<file path="config.mk">
export PLATFORM = sky130hd
export DESIGN_NAME = cam_fifo_seq
export DESIGN_NICKNAME = d
export VERILOG_FILES = /design/src/rtl/cam_pkg.sv /design/src/rtl/cam_vsync_sync.sv /design/src/rtl/cam_fifo_seq.sv
export SDC_FILE = /design/constraint.sdc
export NUM_CORES = 1
export LEC_CHECK = 0
export ABC_CLOCK_PERIOD_IN_PS = 2300
export BUFFER_PORTS_ARGS = -buffer_cell sky130_fd_sc_hd__buf_4
export CORE_AREA = 2 2 66 93
export DETAILED_ROUTE_END_ITERATION = 6
export DIE_AREA = 0 0 68 95
export PLACE_DENSITY_LB_ADDON = 0.1
export SETUP_SLACK_MARGIN = 0.02
export SLEW_MARGIN = 10
export SYNTH_ARGS = -nofsm -noshare
export SYNTH_HDL_FRONTEND = slang
export SYNTH_SLANG_ARGS = --single-unit
</file>
<file path="constraint.sdc">
create_clock -name clk -period 2.3 [get_ports clk]
set_input_delay 0.23 -clock clk [delete_from_list [all_inputs] [get_ports clk]]
set_output_delay 0.23 -clock clk [all_outputs]
set_load 0.03 [all_outputs]
</file>
<file path="src/rtl/cam_pkg.sv">
// Shared types and helpers for the OV7670 + AL422B frame-capture sequencer.
package cam_pkg;

  localparam int unsigned CAM_IMG_W = 320;
  localparam int unsigned CAM_IMG_H = 240;

  typedef enum logic [2:0] {
    IDLE,
    ARM,
    WRST,
    WRITE,
    RRST,
    READ,
    DONE
  } cam_state_e;

  // {R[4:2], G[5:3], B[4:2]} from an RGB565 word {R5, G6, B5}
  function automatic logic [8:0] rgb565_to_rgb333(input logic [15:0] w);
    return {w[15:13], w[10:8], w[4:2]};
  endfunction

endpackage

</file>
<file path="src/rtl/cam_vsync_sync.sv">
// Two-flop VSYNC synchronizer with registered rising-edge pulse (3 clk pin-to-pulse).
module cam_vsync_sync (
  input  logic clk,
  input  logic rst_n,
  input  logic vs_in,
  output logic vs_rise
);

  logic s1, s2, s3;

  always_ff @(posedge clk or negedge rst_n) begin
    if (!rst_n) begin
      s1      <= 1'b0;
      s2      <= 1'b0;
      s3      <= 1'b0;
      vs_rise <= 1'b0;
    end else begin
      s1      <= vs_in;
      s2      <= s1;
      s3      <= s2;
      vs_rise <= s2 & ~s3;
    end
  end

endmodule

</file>
<file path="src/rtl/cam_fifo_seq.sv">
// Capture one camera frame into the AL422B FIFO, then stream it out as RGB333 pixels.
// Optional 2x decimation is enabled by defining CAM_DECIM_EN.
module cam_fifo_seq
  import cam_pkg::*;
#(
  parameter int unsigned IMG_W     = CAM_IMG_W,
  parameter int unsigned IMG_H     = CAM_IMG_H,
  parameter int unsigned WRST_CYC  = 4,
  parameter int unsigned RRST_RCLK = 2
) (
  input  logic       clk,
  input  logic       rst_n,
  input  logic       start,
  input  logic       ov_vsync,
  input  logic [7:0] cam_data,
  output logic       fifo_wen,
  output logic       fifo_wrst_n,
  output logic       fifo_rrst_n,
  output logic       fifo_oe_n,
  output logic       fifo_rclk,
  output logic       pix_valid,
  input  logic       pix_ready,
  output logic [8:0] pix_data,
  output logic [8:0] pix_x,
  output logic [7:0] pix_y,
  output logic       busy,
  output logic       frame_done
);

  cam_state_e state, state_nx;
  logic [7:0] cnt;
  logic       vs_rise;
  logic       ph;        // 0: drive rclk high, 1: drive rclk low and capture
  logic       bsel;      // 0: next byte is high byte, 1: low byte
  logic [7:0] hi_byte;
  logic [8:0] x_cnt;
  logic [7:0] y_cnt;
  logic       all_read;
  logic       step, fire, emit;
  logic [8:0] px;
  logic [7:0] py;

  cam_vsync_sync u_vsync (
    .clk     (clk),
    .rst_n   (rst_n),
    .vs_in   (ov_vsync),
    .vs_rise (vs_rise)
  );

  always_ff @(posedge clk or negedge rst_n) begin
    if (!rst_n) begin
      state <= IDLE;
      cnt   <= '0;
    end else begin
      state <= state_nx;
      cnt   <= (state != state_nx) ? '0 : cnt + 8'd1;
    end
  end

  always_comb begin
    state_nx    = state;
    fifo_wen    = 1'b0;
    fifo_wrst_n = 1'b1;
    fifo_rrst_n = 1'b1;
    fifo_oe_n   = 1'b1;
    frame_done  = 1'b0;
    case (state)
      IDLE:  if (start) state_nx = ARM;
      ARM:   if (vs_rise) state_nx = WRST;
      WRST: begin
        fifo_wen    = 1'b1;
        fifo_wrst_n = 1'b0;
        if (cnt == 8'(WRST_CYC - 1)) state_nx = WRITE;
      end
      WRITE: begin
        fifo_wen = ~vs_rise;
        if (vs_rise) state_nx = RRST;
      end
      RRST: begin
        fifo_oe_n   = 1'b0;
        fifo_rrst_n = 1'b0;
        if (cnt == 8'(2 * RRST_RCLK - 1)) state_nx = READ;
      end
      READ: begin
        fifo_oe_n = 1'b0;
        if (all_read && (!pix_valid || pix_ready)) state_nx = DONE;
      end
      DONE: begin
        frame_done = 1'b1;
        state_nx   = IDLE;
      end
      default: state_nx = IDLE;
    endcase
  end

  assign busy = (state != IDLE);
  assign fire = pix_valid & pix_ready;
  // Reading pauses entirely while a pixel is waiting for acceptance.
  assign step = (state == READ) && !all_read && !(pix_valid && !pix_ready);

`ifdef CAM_DECIM_EN
  assign emit = ~x_cnt[0] & ~y_cnt[0];
  assign px   = {1'b0, x_cnt[8:1]};
  assign py   = {1'b0, y_cnt[7:1]};
`else
  assign emit = 1'b1;
  assign px   = x_cnt;
  assign py   = y_cnt;
`endif

  always_ff @(posedge clk or negedge rst_n) begin
    if (!rst_n) begin
      fifo_rclk <= 1'b0;
      ph        <= 1'b0;
      bsel      <= 1'b0;
      hi_byte   <= '0;
      x_cnt     <= '0;
      y_cnt     <= '0;
      all_read  <= 1'b0;
      pix_valid <= 1'b0;
      pix_data  <= '0;
      pix_x     <= '0;
      pix_y     <= '0;
    end else begin
      if (state == RRST)
        fifo_rclk <= ~fifo_rclk;
      else if (step)
        fifo_rclk <= ~ph;
      else
        fifo_rclk <= 1'b0;

      if (state != READ) begin
        ph        <= 1'b0;
        bsel      <= 1'b0;
        x_cnt     <= '0;
        y_cnt     <= '0;
        all_read  <= 1'b0;
        pix_valid <= 1'b0;
      end else begin
        if (fire) pix_valid <= 1'b0;
        if (step) begin
          ph <= ~ph;
          if (ph) begin
            bsel <= ~bsel;
            if (!bsel) begin
              hi_byte <= cam_data;
            end else begin
              pix_valid <= emit;
              if (emit) begin
                pix_data <= rgb565_to_rgb333({hi_byte, cam_data});
                pix_x    <= px;
                pix_y    <= py;
              end
              if (x_cnt == 9'(IMG_W - 1)) begin
                x_cnt <= '0;
                if (y_cnt == 8'(IMG_H - 1)) all_read <= 1'b1;
                else                        y_cnt    <= y_cnt + 8'd1;
              end else begin
                x_cnt <= x_cnt + 9'd1;
              end
            end
          end
        end
      end
    end
  end

endmodule

</file>
* Yosys cells after proc, flatten, opt, wreduce, memory -nomap -nowiden
Index checks and enable logic that the tools add are counted.
** Storage, ports and cells
- Flip-flop bits (word level) :: 71
- Bits of input ports :: 13
- Output and inout bits :: 34
- Logic and storage cells :: 105
** Cells by class
- $add $sub $neg :: 3
- Equality and inequality tests :: 12
- Multiplexer cells :: 42
- Bitwise logic cells :: 8
- Reduce and logical (&&, ||, !) cells :: 23
** Operators with widths (count)
- two-way mux 8 bit :: 7
- two-way mux 9 bit :: 5
- two-way mux 1 bit :: 22
- two-way mux 3 bit :: 6
- one-hot mux 3 bit (6 select lines) :: 1
- adder 8 x 1 -> 8 bit, second input constant :: 2
- AND reduction 5 bit :: 2
- nonzero test 2 bit :: 5
- adder 9 x 1 -> 9 bit, second input constant :: 1
- == test 3 bit, second input constant :: 3
- == test 9 bit, second input constant :: 1
- == test 8 x 2 -> 1 bit, second input constant :: 1
- == test 8 bit, second input constant :: 1
- AND reduction 4 bit :: 2
- == test 3 x 2 -> 1 bit, second input constant :: 2
- NOT 1 bit :: 6
- logical AND 1 bit :: 4
- zero test 1 bit :: 4
- == test 3 x 1 -> 1 bit, second input constant :: 1
- zero test 3 bit :: 1
- != test 3 bit :: 1
- != test 3 bit, second input constant :: 1
- AND reduction 3 bit :: 1
- nonzero test 3 bit :: 1
- other kinds (6) :: 7

* Logic depth before layout (Yosys ltp)
Gate-level depths: netlist of run 1.
- Depth in word-level cells :: 7
- Gate-level depth with buffers :: 6
- Gate-level depth less buffers :: 5

* By module
From an unflattened synthesis of run 1, not the netlist that was laid out.
** Second synthesis, totals
- Cells, all modules :: 278
- Area total of the unflattened synthesis :: 3155.5 sq um
** By module, submodules not included
- cam_fifo_seq :: instances 1, cells an instance 273, area an instance 3041.7 sq um, seq. area each 1626.6 sq um
- cam_vsync_sync :: instances 1, cells an instance 5, area an instance 113.9 sq um, seq. area each 100.1 sq um

* Worst setup path before layout of run 1
OpenSTA, ideal clock, no wires.
- Kind :: flip-flop to flip-flop
- Start :: reg pix_valid
- End :: reg pix_data[0]
- Setup time :: 0.125 ns
- Arrival time :: 2.025 ns
- Data required time :: 2.175 ns
- Path slack :: 0.150 ns
- Cell stages (with the launch flop) :: 7
- Buffers on the path :: 2
- Period minus slack after synthesis :: 2.150 ns
- Cells stage by stage :: dfrtp_1 -> nor2b_1 -> or3_1 -> buf_2 -> nor2_2 -> buf_2 -> mux2_2
** Between the ends
- Longest elaborated chain between the ends :: 4
** Ends and longest elaborated chain
- from (decl) :: line cam_fifo_seq.sv:21 : output logic pix_valid,
- from (signal assigned) :: line cam_fifo_seq.sv:148 : pix_valid <= emit;
- logical AND 1 bit :: line cam_fifo_seq.sv:99 : assign step = (state == READ) && !all_read && !(pix_valid && !pix_ready);
- zero test 1 bit :: line cam_fifo_seq.sv:99
- logical AND 1 bit :: line cam_fifo_seq.sv:99
- AND reduction 4 bit (no source line)
- to (signal assigned) :: line cam_fifo_seq.sv:150 : pix_data <= rgb565_to_rgb333({hi_byte, cam_data});
- to (decl) :: line cam_fifo_seq.sv:23 : output logic [8:0] pix_data,
No other way between the ends.
A chain may end at the register's enable or synchronous reset.

* Worst setup path in the final report of run 1
- Start :: reg x_cnt[4] (netlist: px[4])
- End :: reg y_cnt[0] (netlist: py[0])
** Between the ends
- Longest elaborated chain between the ends :: 3
** Ends and longest elaborated chain
- from (decl) :: line cam_fifo_seq.sv:36 : logic [8:0] x_cnt;
- from (signal assigned) :: line cam_fifo_seq.sv:159 : x_cnt <= x_cnt + 9'd1;
- == test 9 bit :: line cam_fifo_seq.sv:154 : if (x_cnt == 9'(IMG_W - 1)) begin
- nonzero test 2 bit (no source line)
- AND reduction 5 bit (no source line)
- to (signal assigned) :: line cam_fifo_seq.sv:157 : else y_cnt <= y_cnt + 8'd1;
- to (decl) :: line cam_fifo_seq.sv:37 : logic [7:0] y_cnt;
No other way between the ends.

==> out/qor.csv, run 1 <==
metric,value,unit
area_growth,21.2,%
synth-seq-cells,69,
synth.avg_cell_area,11.5,sq um
cp_cell_sequence,nand2_2 > or4b_4 > or4_1 > a21oi_1,
gp_congestion,0.781,
finalHoldViolations,2,
drt_iter0_drc,94,
setup_viol,0,
ys_top_cells_by_count,"dfrtp_1 (69), mux2_2 (32), nor2_1 (23), nand2_1 (20), a21oi_1 (13)",
arrival,2.15,ns
cp.required,2.56,ns
track_usage,20.8,%
finalMaxSlewViolations,0,
p_total,0.00299,W
cts_sinks,69,
max_cap_viol_count,0,
drc,0,
root_buffer,clkbuf_8,
routed_via_density,5.55,
cp-start-kind,flip-flop,
period_share,82.2,%
rrSetupSlack,0.41,ns
crit_path_max_incr_delay,0.59,ns
wirelength,5880,um
p_leak,1.76,nW
vdd_drop_max,0.602,mV
synthTopCellsByArea,"dfrtp_1 (56%), mux2_2 (12%), nor2_1 (2.8%), nand2_1 (2.4%), a21oi_1 (2.1%)",
tns,0,ns
syn-num-nets,285,
antenna_cells,0,
yosysWarningCount,0,
ctsResizeCount,0,
synth_edf_count,0,
final_antenna_net_count,0,
path_clk_slew,0.08,ns
cts_tree,done,
h-tree-depth,3,
vias,2193,
wire_per_inst,14.9,um
drive_gt1_share,33.8,%
grt_max_degree,70,
grt_pass1_wl,9970,um
synth.top_cell.area_share,55.9,%
nets,336,
status,"finished, violations left",
ys_seq_area_share,55.9,%
antenna_found_initial,0,
die_w,68,um
ctsLongestPathBuffers,2,
yosys.area.top_type,dfrtp_1,
crit_type,reg -> reg,
grt-ovfl-total,0,
endpoint_kind,flip-flop,
power.density,800,mW/mm^2
maxSlewHeadroom,44.9,%
ys_async_sr_fraction,100,%
portBuffers,46,
syn_inst,269,
hold_ws,-0.00355,ns
numCtsBuffers,9,
first_pass_iters,4,
fmax,529,MHz
cp_slowest_cell,or4b_4,
die_y,95,um
violations,hold timing,
rows,33,
synth_ff_type,dfrtp_1,
io_pins,47,
start_util,54.2,%
hold_class,in -> async,
synth_area,0.00309,sq mm
clk_latency,0.34,ns
grt_pass1_vias,2248,
crit_fanout,10,
min_period,1.89,ns
dieArea,0.00646,sq mm
core_area,0.00570,sq mm
synth.distinct_cells,46,
synth.most_common_cell,dfrtp_1,
worst_pin_slew,0.827,ns
dp_hpwl,4080,um
rsz0062_at_grt,no,
skew,0.0100,ns
[flip-flops by register name (all words and copies together) (netlist names)]
name,flops
px,9
fifo_rclk,1
py,8
ph,1
pix_valid,1
bsel,1
pix_y,8
all_read,1
u_vsync.vs_rise,1
pix_data,9
u_vsync.s2,1
cnt,8
state,3
u_vsync.s1,1
pix_x,9
hi_byte,6
u_vsync.s3,1
[power breakdown]
| part | switching, W | leakage (nW) | internal, W |
|---|---|---|---|
| clock network | 0.000444 | 0.110 | 0.000611 |
| logic | 0.000307 | 0.711 | 0.000209 |
| registers | 0.000123 | 0.940 | 0.00130 |
| total | 0.000873 | 1.76 | 0.00212 |
[placed cells by master (no fill, tap or decap), types with 3 or more instances in the layout]
cell type,instances
dfrtp_1,69
buf_4,51
mux2_2,32
nor2_1,23
nand2_1,20
a21oi_1,13
nand3_1,11
clkbuf_8,9
xor2_1,7
o21ai_0,7
nand2b_1,6
nor3_1,4
and3_1,4
xnor2_1,4
o31ai_1,4
or2_2,3
inv_1,3
nor4_1,3
nor4b_1,3
mux2i_1,3
or4_1,3
a31o_2,3
a31oi_1,3
ha_1,3
[area by class of cell]
cell class                 instances  area (sq um)
fill                             463          1960
sequential                        69          1730
multi-input combinational        184          1290
timing repair buffer              53           413
clock buffer                      10           128
clock inverter                     6          87.6
tap                               70          87.6
inverter                           3          11.3
[routing by layer]
layer  track usage (%)  wire, um
met1              24.0      2470
met2              35.8      3140
met3              3.81       170
met4              10.8        95
met5                 0         0
[worst max-delay path: cells and delay by family (launching register included)]
kind	cells	cell delay [ns]
AND/OR/NAND/NOR	3	1.22
AO/OA/AOI/OAI	1	0.16
flip-flops	1	0.44
[kinds of logic (layout without fill, tap and decap cells)]
logic type	count (synthesis)	in the layout	synth area share (%)
AND/OR/NAND/NOR	96	96	16.5
flip-flops	69	69	55.9
AO/OA/AOI/OAI	39	39	8.19
multiplexers	35	35	12.6
buffers and inverters	16	72	2.39
XOR/XNOR	11	11	3.12
adder cells (fa/ha/maj)	3	3	1.22
[per-stage QoR]
step	hold WS, ns	setup slack [ns]	std cells	utilization (%)	area, sq um
after floorplan	-0.0656	0.150	269	-	3090
after global placement	0.333	0.442	378	61.7	3520
after detailed placement	0.336	0.424	378	61.7	3520
after CTS	0.0263	0.400	395	65.7	3740
after global routing	0.0715	0.297	395	65.7	3740
final	-0.00355	0.409	395	65.7	3740
[worst paths after layout]
check,start,end,cells after the start
min in group clk,cam_data[5],hi_byte[5]$_DFFE_PN0P_,2
worst min register to register,u_vsync.s1$_DFF_PN0_,u_vsync.s2$_DFF_PN0_,0
worst min-delay path,rst_n,cnt[6]$_DFF_PN0_,1
max in group asynchronous,rst_n,px[2]$_DFFE_PN0P_,1
worst max-delay path,px[4]$_DFFE_PN0P_,py[0]$_DFFE_PN0P_,4
worst max register to register,px[4]$_DFFE_PN0P_,py[0]$_DFFE_PN0P_,4
[repair_timing]
action,4_1_cts,5_1_grt
endpoints found under the hold margin,1,0
setup buffers,0,0
hold buffers,1,0
endpoints found under the setup margin,0,0
No activity file was read; power rests on OpenSTA's default activity.
==> run 2: changes to the inputs <==
--- a/config.mk
+++ b/config.mk
@@ -5,11 +5,12 @@
 export SDC_FILE = /design/constraint.sdc
 export NUM_CORES = 1
 export LEC_CHECK = 0
-export ABC_CLOCK_PERIOD_IN_PS = 2300
+export ABC_AREA = 1
+export ABC_CLOCK_PERIOD_IN_PS = 1700
 export BUFFER_PORTS_ARGS = -buffer_cell sky130_fd_sc_hd__buf_4
-export CORE_AREA = 2 2 66 93
+export CORE_AREA = 2 2 70 98
 export DETAILED_ROUTE_END_ITERATION = 6
-export DIE_AREA = 0 0 68 95
+export DIE_AREA = 0 0 72 100
 export PLACE_DENSITY_LB_ADDON = 0.1
 export SETUP_SLACK_MARGIN = 0.02
 export SLEW_MARGIN = 10
==> constraint.sdc (replaced) <==
create_clock -name clk -period 1.7 [get_ports clk]
set_input_delay 0.17 -clock clk [delete_from_list [all_inputs] [get_ports clk]]
set_output_delay 0.17 -clock clk [all_outputs]
set_load 0.03 [all_outputs]
==> run 2 against run 1 <==
The run now ends clean. Via count up 15%. Critical path type unchanged. Global-route usage down 0.94 points. Die area up 11%. First-iteration DRC count up 91%. Sequential share of layout area down 0.98 points. Routed wire length up 10%. Register-to-register slack worse by 0.28 ns. Highest routed layer unchanged. Non-clock buffer count up 5. Largest cell class unchanged. Core utilization down 6.2 points. Flip-flop and latch count unchanged. Worst setup slack worse by 0.28 ns. Hold slack better by 0.061 ns.
==> out/qor.csv, run 2 <==
metric,value,unit,change
synth.top_cell.area_share,55.4,%,was 55.9%
die_y,100,um,was 95 um
fmax,636,MHz,was 529 MHz
die_w,72,um,was 68 um
maxSlewHeadroom,71.4,%,was 44.9%
p_clk_share,29.4,%,was 35.2%
drive_gt1_share,20.5,%,was 33.8%
routed_via_density,4.98,,was 5.55
ys_async_sr_fraction,100,%,unchanged
setup_viol,0,,unchanged
seqPwrFrac,45.9,%,was 47.5%
core_area,0.00644,sq mm,was 0.00570 sq mm
finalMaxSlewViolations,0,,unchanged
area_growth,22.8,%,was 21.2%
crit_fanout,7,,was 10
period_share,92.5,%,was 82.2%
yosys.area.top_type,dfrtp_1,,unchanged
antenna_cells,0,,unchanged
yosysWarningCount,0,,unchanged
hold_path_end,pix_data[2]$_DFFE_PN0P_,,
arrival,1.80,ns,was 2.15 ns
grt_pass1_wl,11000,um,was 9970 um
status,completed,,"was finished, violations left"
wirelength,6480,um,was 5880 um
antenna_found_initial,0,,unchanged
synth.avg_cell_area,8.47,sq um,was 11.5 sq um
cp.required,1.93,ns,was 2.56 ns
synth.distinct_cells,26,,was 46
dp_hpwl,4590,um,was 4080 um
min_from,cam_data[4],,
path_clk_slew,0.07,ns,was 0.08 ns
r2r-end,px[5]$_DFFE_PN0P_,,was py[0]$_DFFE_PN0P_
synth-seq-cells,69,,unchanged
drc,0,,unchanged
vdd_drop_max,0.614,mV,was 0.602 mV
rrSetupSlack,0.13,ns,was 0.41 ns
ctsLongestPathBuffers,2,,unchanged
start_util,48.4,%,was 54.2%
endpoint_kind,flip-flop,,unchanged
rows,35,,was 33
nets,443,,was 336
drt_iter0_drc,180,,was 94
crit_type,reg -> reg,,unchanged
hold_class,in -> reg,,was in -> async
finalHoldViolations,0,,was 2
p_switching,0.00139,W,was 0.000873 W
synthTopCellsByArea,"dfrtp_1 (55%), nand2_1 (13%), nand3_1 (5.3%), inv_1 (4.8%), nor2_1 (4.2%)",,"was dfrtp_1 (56%), mux2_2 (12%), nor2_1 (2.8%), nand2_1 (2.4%), a21oi_1 (2.1%)"
cp-start-kind,flip-flop,,unchanged
ys_top_cells_by_count,"nand2_1 (107), dfrtp_1 (69), inv_1 (40), nor2_1 (35), nand3_1 (33)",,"was dfrtp_1 (69), mux2_2 (32), nor2_1 (23), nand2_1 (20), a21oi_1 (13)"
first_pass_iters,4,,unchanged
grt_pass1_vias,2473,,was 2248
synth.most_common_cell,nand2_1,,was dfrtp_1
p_total,0.00421,W,was 0.00299 W
portBuffers,46,,unchanged
vias,2511,,was 2193
critical_path.top_delay_family,simple AND/OR/NAND/NOR gates,,unchanged
power.density,1100,mW/mm^2,was 800 mW/mm^2
dieArea,0.00720,sq mm,was 0.00646 sq mm
p_leak,1.95,nW,was 1.76 nW
hold_depth,3,,
gp_congestion,0.805,,was 0.781
numCtsBuffers,9,,unchanged
skew,0.00437,ns,was 0.0100 ns
track_usage,19.9,%,was 20.8%
max_cap_viol_count,0,,unchanged
synth_area,0.00312,sq mm,was 0.00309 sq mm
final_cell_mix,"nand2_1 (104), dfrtp_1 (68), buf_4 (54)",,"was dfrtp_1 (69), buf_4 (51), mux2_2 (32)"
worst_pin_slew,0.429,ns,was 0.827 ns
cts_sinks,69,,unchanged
ys_seq_area_share,55.4,%,was 55.9%
utilization,59.4,%,was 65.7%
swShare,33.0,%,was 29.2%
cts_tree,done,,unchanged
tns,0,ns,unchanged
rsz0062_at_grt,yes,,was no
grt-ovfl-total,0,,unchanged
synth_ff_type,dfrtp_1,,unchanged
root_buffer,clkbuf_8,,unchanged
io_pins,47,,unchanged
grt_max_degree,34,,was 70
syn_inst,368,,was 269
cp_slowest_cell,dfrtp_1,,was or4b_4
power.internal,0.00282,W,was 0.00212 W
worstPathBufferInverterCount,2,,was 0
clk_latency,0.34,ns,about the same
crit_path_max_incr_delay,0.36,ns,was 0.59 ns
r2r_cells,7,,was 4
synth_edf_count,0,,unchanged
mostFrequentLayoutCell,nand2_1,,was dfrtp_1
cp_cell_sequence,inv_1 > nand4_1 > nand2_2 > buf_4 > nand2_1 > o21ai_0 > nor2_1,,was nand2_2 > or4b_4 > or4_1 > a21oi_1
p_comb_share,24.8,%,was 17.2%
wire_per_inst,12.9,um,was 14.9 um
r2r-start,all_read$_DFFE_PN0P_,,was px[4]$_DFFE_PN0P_
final_antenna_net_count,0,,unchanged
syn-num-nets,384,,was 285
h-tree-depth,3,,unchanged
min_period,1.57,ns,was 1.89 ns
-- run 2: cell count changes in the layout (fill, tap and decap cells not counted), sizes merged, moves of 6 or more --
| cell | previous run | this run |
|---|---|---|
| mux2 | 32 | 0 |
| nor2 | 24 | 36 |
| nand2 | 21 | 109 |
| inv | 3 | 42 |
| nand2b | 6 | 0 |
| a21oi | 13 | 7 |
| o21ai | 7 | 33 |
| nand3 | 11 | 38 |
-- run 2: worst max path at each step --
| stage | start | end | slack, ns | depth (start not counted) |
|---|---|---|---|---|
| after global routing | px[0]$_DFFE_PN0P_ | py[3]$_DFFE_PN0P_ | 0.01 | 8 |
| after detailed placement | px[1]$_DFFE_PN0P_ | py[3]$_DFFE_PN0P_ | 0.09 | 9 |
| after global placement | px[1]$_DFFE_PN0P_ | py[3]$_DFFE_PN0P_ | 0.11 | 9 |
| after floorplan | pix_valid$_DFF_PN0_ | py[6]$_DFFE_PN0P_ | 0.26 | 7 |
| final | all_read$_DFFE_PN0P_ | px[5]$_DFFE_PN0P_ | 0.13 | 7 |
| after CTS | state[2]$_DFF_PN0_ | fifo_wen | 0.03 | 6 |
-- run 2: cell families after synthesis --
group	share of synthesized area, %
AOI/OAI and AO/OA	7.07
xor gates and xnor gates	1.69
adders and majority gates	1.20
buffers and inverters	7.35
DFF	55.4
and+or+nand+nor	27.3
-- run 2: layer usage --
layer | share of wire (%) | vias up | wire [um] | global-route usage [%]
met5 | 0 | - | 0 | 0
met2 | 51 | 44 | 3270 | 33.4
li1 | - | 1282 | - | -
met4 | 1.8 | 0 | 117 | 7.84
met1 | 45 | 1177 | 2890 | 24.4
met3 | 3.1 | 8 | 201 | 4.92
-- run 2: what timing repair did --
action / in CTS / in global routing
resized for setup: 0 / 13
setup buffers: 0 / 2
setup endpoints to repair: 0 / 33
endpoints found under the hold margin: 32 / 0
hold buffers: 2 / 0
-- run 2: area by class of cell --
cell class | count | area [sq um]
Tap cell | 74 | 92.6
Fill cell | 587 | 2610
Timing Repair Buffer | 58 | 465
Clock buffer | 13 | 179
Inverter | 42 | 165
Clock inverter | 1 | 5.00
Multi-Input combinational cell | 247 | 1190
Sequential cell | 69 | 1730
-- run 2: per-stage QoR --
| stage | instances | hold slack, ns | worst slack [ns] | area, sq um |
|---|---|---|---|---|
| floorplan | 368 | -0.126 | 0.258 | 3120 |
| global placement | 485 | 0.139 | 0.114 | 3570 |
| detailed placement | 485 | 0.140 | 0.0890 | 3570 |
| CTS | 501 | 0.0431 | 0.0283 | 3770 |
| global route | 504 | 0.0534 | 0.0125 | 3820 |
| finish | 504 | 0.0570 | 0.128 | 3820 |
-- run 2: tightest hold or removal path: cells and delay by family --
kind | cells | cell delay [ns]
buffers and inverters | 1 | 0.08
AND/OR/NAND/NOR | 2 | 0.12
-- run 2: power groups by stage --
stage                     logic (W)  clock network [W]  registers (W)
final                       0.00104            0.00124        0.00193
after global routing        0.00116            0.00133        0.00195
after CTS                   0.00101            0.00128        0.00192
after detailed placement   0.000999                  0        0.00195
after global placement     0.000982                  0        0.00194
after floorplan            0.000694                  0        0.00194
==> run 3: changes to the inputs <==
--- a/config.mk
+++ b/config.mk
@@ -5,14 +5,14 @@
 export SDC_FILE = /design/constraint.sdc
 export NUM_CORES = 1
 export LEC_CHECK = 0
-export ABC_AREA = 1
 export ABC_CLOCK_PERIOD_IN_PS = 1700
 export BUFFER_PORTS_ARGS = -buffer_cell sky130_fd_sc_hd__buf_4
-export CORE_AREA = 2 2 70 98
+export CORE_AREA = 2 2 74 104
 export DETAILED_ROUTE_END_ITERATION = 6
-export DIE_AREA = 0 0 72 100
+export DIE_AREA = 0 0 76 106
 export PLACE_DENSITY_LB_ADDON = 0.1
 export SETUP_SLACK_MARGIN = 0.02
+export SKIP_CTS_REPAIR_TIMING = 1
 export SLEW_MARGIN = 10
 export SYNTH_ARGS = -nofsm -noshare
 export SYNTH_HDL_FRONTEND = slang
==> run 3 against run 2 <==
Register-to-register slack got worse by 0.12 ns. Clock power grew 33%. Sequential power decreased by 5%. Fmax down 7.0%.
==> out/qor.csv, run 3 (synthesized netlist as in run 1, its figures left out) <==
metric,value,unit,change
start_util,43.0,%,was 48.4%
final_cell_mix,"buf_4 (82), dfrtp_1 (68), mux2_4 (26)",,"was nand2_1 (104), dfrtp_1 (68), buf_4 (54)"
grt_pass1_wl,11600,um,was 11000 um
die_w,76,um,was 72 um
hold_path_end,hi_byte[6]$_DFFE_PN0P_,,was pix_data[2]$_DFFE_PN0P_
drt_iter0_drc,141,,was 180
area_growth,45.9,%,was 22.8%
r2r-end,py[0]$_DFFE_PN0P_,,was px[5]$_DFFE_PN0P_
fmax,592,MHz,was 636 MHz
status,completed,,unchanged
hold_class,in -> reg,,unchanged
grt_pass1_vias,2404,,was 2473
portBuffers,46,,unchanged
maxSlewHeadroom,73.4,%,was 71.4%
cts_tree,done,,unchanged
ctsLongestPathBuffers,2,,unchanged
path_clk_slew,0.08,ns,was 0.07 ns
startpoint,px[5]$_DFFE_PN0P_,,was all_read$_DFFE_PN0P_
dieArea,0.00806,sq mm,was 0.00720 sq mm
nets,380,,was 443
arrival,1.97,ns,was 1.80 ns
die_y,106,um,was 100 um
grt-ovfl-total,0,,unchanged
crit_fanout,3,,was 7
rrSetupSlack,0.01,ns,was 0.13 ns
max_cap_viol_count,0,,unchanged
endpoint_kind,flip-flop,,unchanged
root_buffer,clkbuf_8,,unchanged
r2r-start,px[5]$_DFFE_PN0P_,,was all_read$_DFFE_PN0P_
cts_sinks,69,,unchanged
min_from,cam_data[6],,was cam_data[4]
p_clk_share,36.7,%,was 29.4%
numCtsBuffers,9,,unchanged
rows,37,,was 35
h-tree-depth,3,,unchanged
first_pass_iters,4,,unchanged
p_switching,0.00132,W,was 0.00139 W
rsz0062_at_grt,yes,,unchanged
dp_cells,440,,was 485
clk_latency,0.35,ns,was 0.34 ns
final_cells,466,,was 504
p_leak,2.09,nW,was 1.95 nW
swShare,29.2,%,was 33.0%
r2r_cells,4,,was 7
skew,0.00617,ns,was 0.00437 ns
setup_viol,0,,unchanged
tns,0,ns,unchanged
worst_pin_slew,0.398,ns,was 0.429 ns
p_comb_share,22.4,%,was 24.8%
min_period,1.69,ns,was 1.57 ns
vias,2413,,was 2511
finalMaxSlewViolations,0,,unchanged
dp_slack,-0.0273,ns,was 0.0890 ns
io_pins,47,,unchanged
p_total,0.00451,W,was 0.00421 W
final_antenna_net_count,0,,unchanged
grt_max_degree,42,,was 34
crit_type,reg -> reg,,unchanged
seqPwrFrac,40.9,%,was 45.9%
drive_gt1_share,47.7,%,was 20.5%
period_share,99.4,%,was 92.5%
gp_congestion,0.803,,was 0.805
hold_depth,2,,was 3
placed_area,0.00390,sq mm,was 0.00357 sq mm
drc,0,,unchanged
finalHoldViolations,0,,unchanged
wire_per_inst,15.4,um,was 12.9 um
routed_via_density,5.18,,was 4.98
power.internal,0.00320,W,was 0.00282 W
vdd_drop_max,0.558,mV,was 0.614 mV
dp_hpwl,4770,um,was 4590 um
power.density,1000,mW/mm^2,was 1100 mW/mm^2
core_area,0.00718,sq mm,was 0.00644 sq mm
cp-start-kind,flip-flop,,unchanged
mostFrequentLayoutCell,buf_4,,was nand2_1
antenna_cells,0,,unchanged
cp.required,1.98,ns,was 1.93 ns
setup_ws,0.0102,ns,was 0.128 ns
track_usage,18.2,%,was 19.9%
design_area,0.00451,sq mm,was 0.00382 sq mm
wirelength,7190,um,was 6480 um
antenna_found_initial,0,,unchanged
run 3: through the flow:
stage	util, %	hold slack [ns]
global route	62.8	0.0378
finish	62.8	0.0467
CTS	57.8	-0.257
detailed placement	54.4	0.127
global placement	54.4	0.130
floorplan	-	-0.126
run 3: final cells by class:
| cell class | count | area, sq um |
|---|---|---|
| clock inverter | 7 | 123 |
| inverter | 3 | 11.3 |
| timing repair buffer | 97 | 866 |
| clock buffer | 9 | 124 |
| tap | 97 | 121 |
| fill | 598 | 2670 |
| sequential | 69 | 1730 |
| multi-input combinational | 184 | 1530 |
run 3: worst max-delay path, cell delays in order (launching register included):
cell	delay, ns
dfrtp_1	0.37
nand2_2	0.07
or4b_4	0.55
or4_4	0.50
a21oi_2	0.14
run 3: power groups by stage:
stage / Sequential, W / Combinational [W] / Clock [W]
2_1_floorplan: 0.00188 / 0.000530 / 0
3_3_place_gp: 0.00186 / 0.000920 / 0
3_5_place_dp: 0.00187 / 0.000933 / 0
4_1_cts: 0.00184 / 0.000938 / 0.00169
5_1_grt: 0.00186 / 0.00112 / 0.00176
6_report: 0.00184 / 0.00101 / 0.00165
run 3: worst max-delay path by stage:
| stage | end | depth (start not counted) |
|---|---|---|
| finish | py[0]$_DFFE_PN0P_ | 4 |
| global route | py[0]$_DFFE_PN0P_ | 4 |
| CTS | pix_x[4]$_DFFE_PN0P_ | 5 |
| detailed placement | py[3]$_DFFE_PN0P_ | 5 |
| global placement | pix_y[6]$_DFFE_PN0P_ | 5 |
| floorplan | pix_data[0]$_DFFE_PN0P_ | 6 |
run 3: layer usage:
| layer | wire [um] | vias to the layer above | track usage, % |
|---|---|---|---|
| met5 | 0 | - | 0 |
| met4 | 157 | 0 | 9.61 |
| met3 | 190 | 12 | 3.48 |
| met2 | 3720 | 41 | 30.1 |
| met1 | 3120 | 1201 | 22.6 |
| li1 | - | 1159 | - |
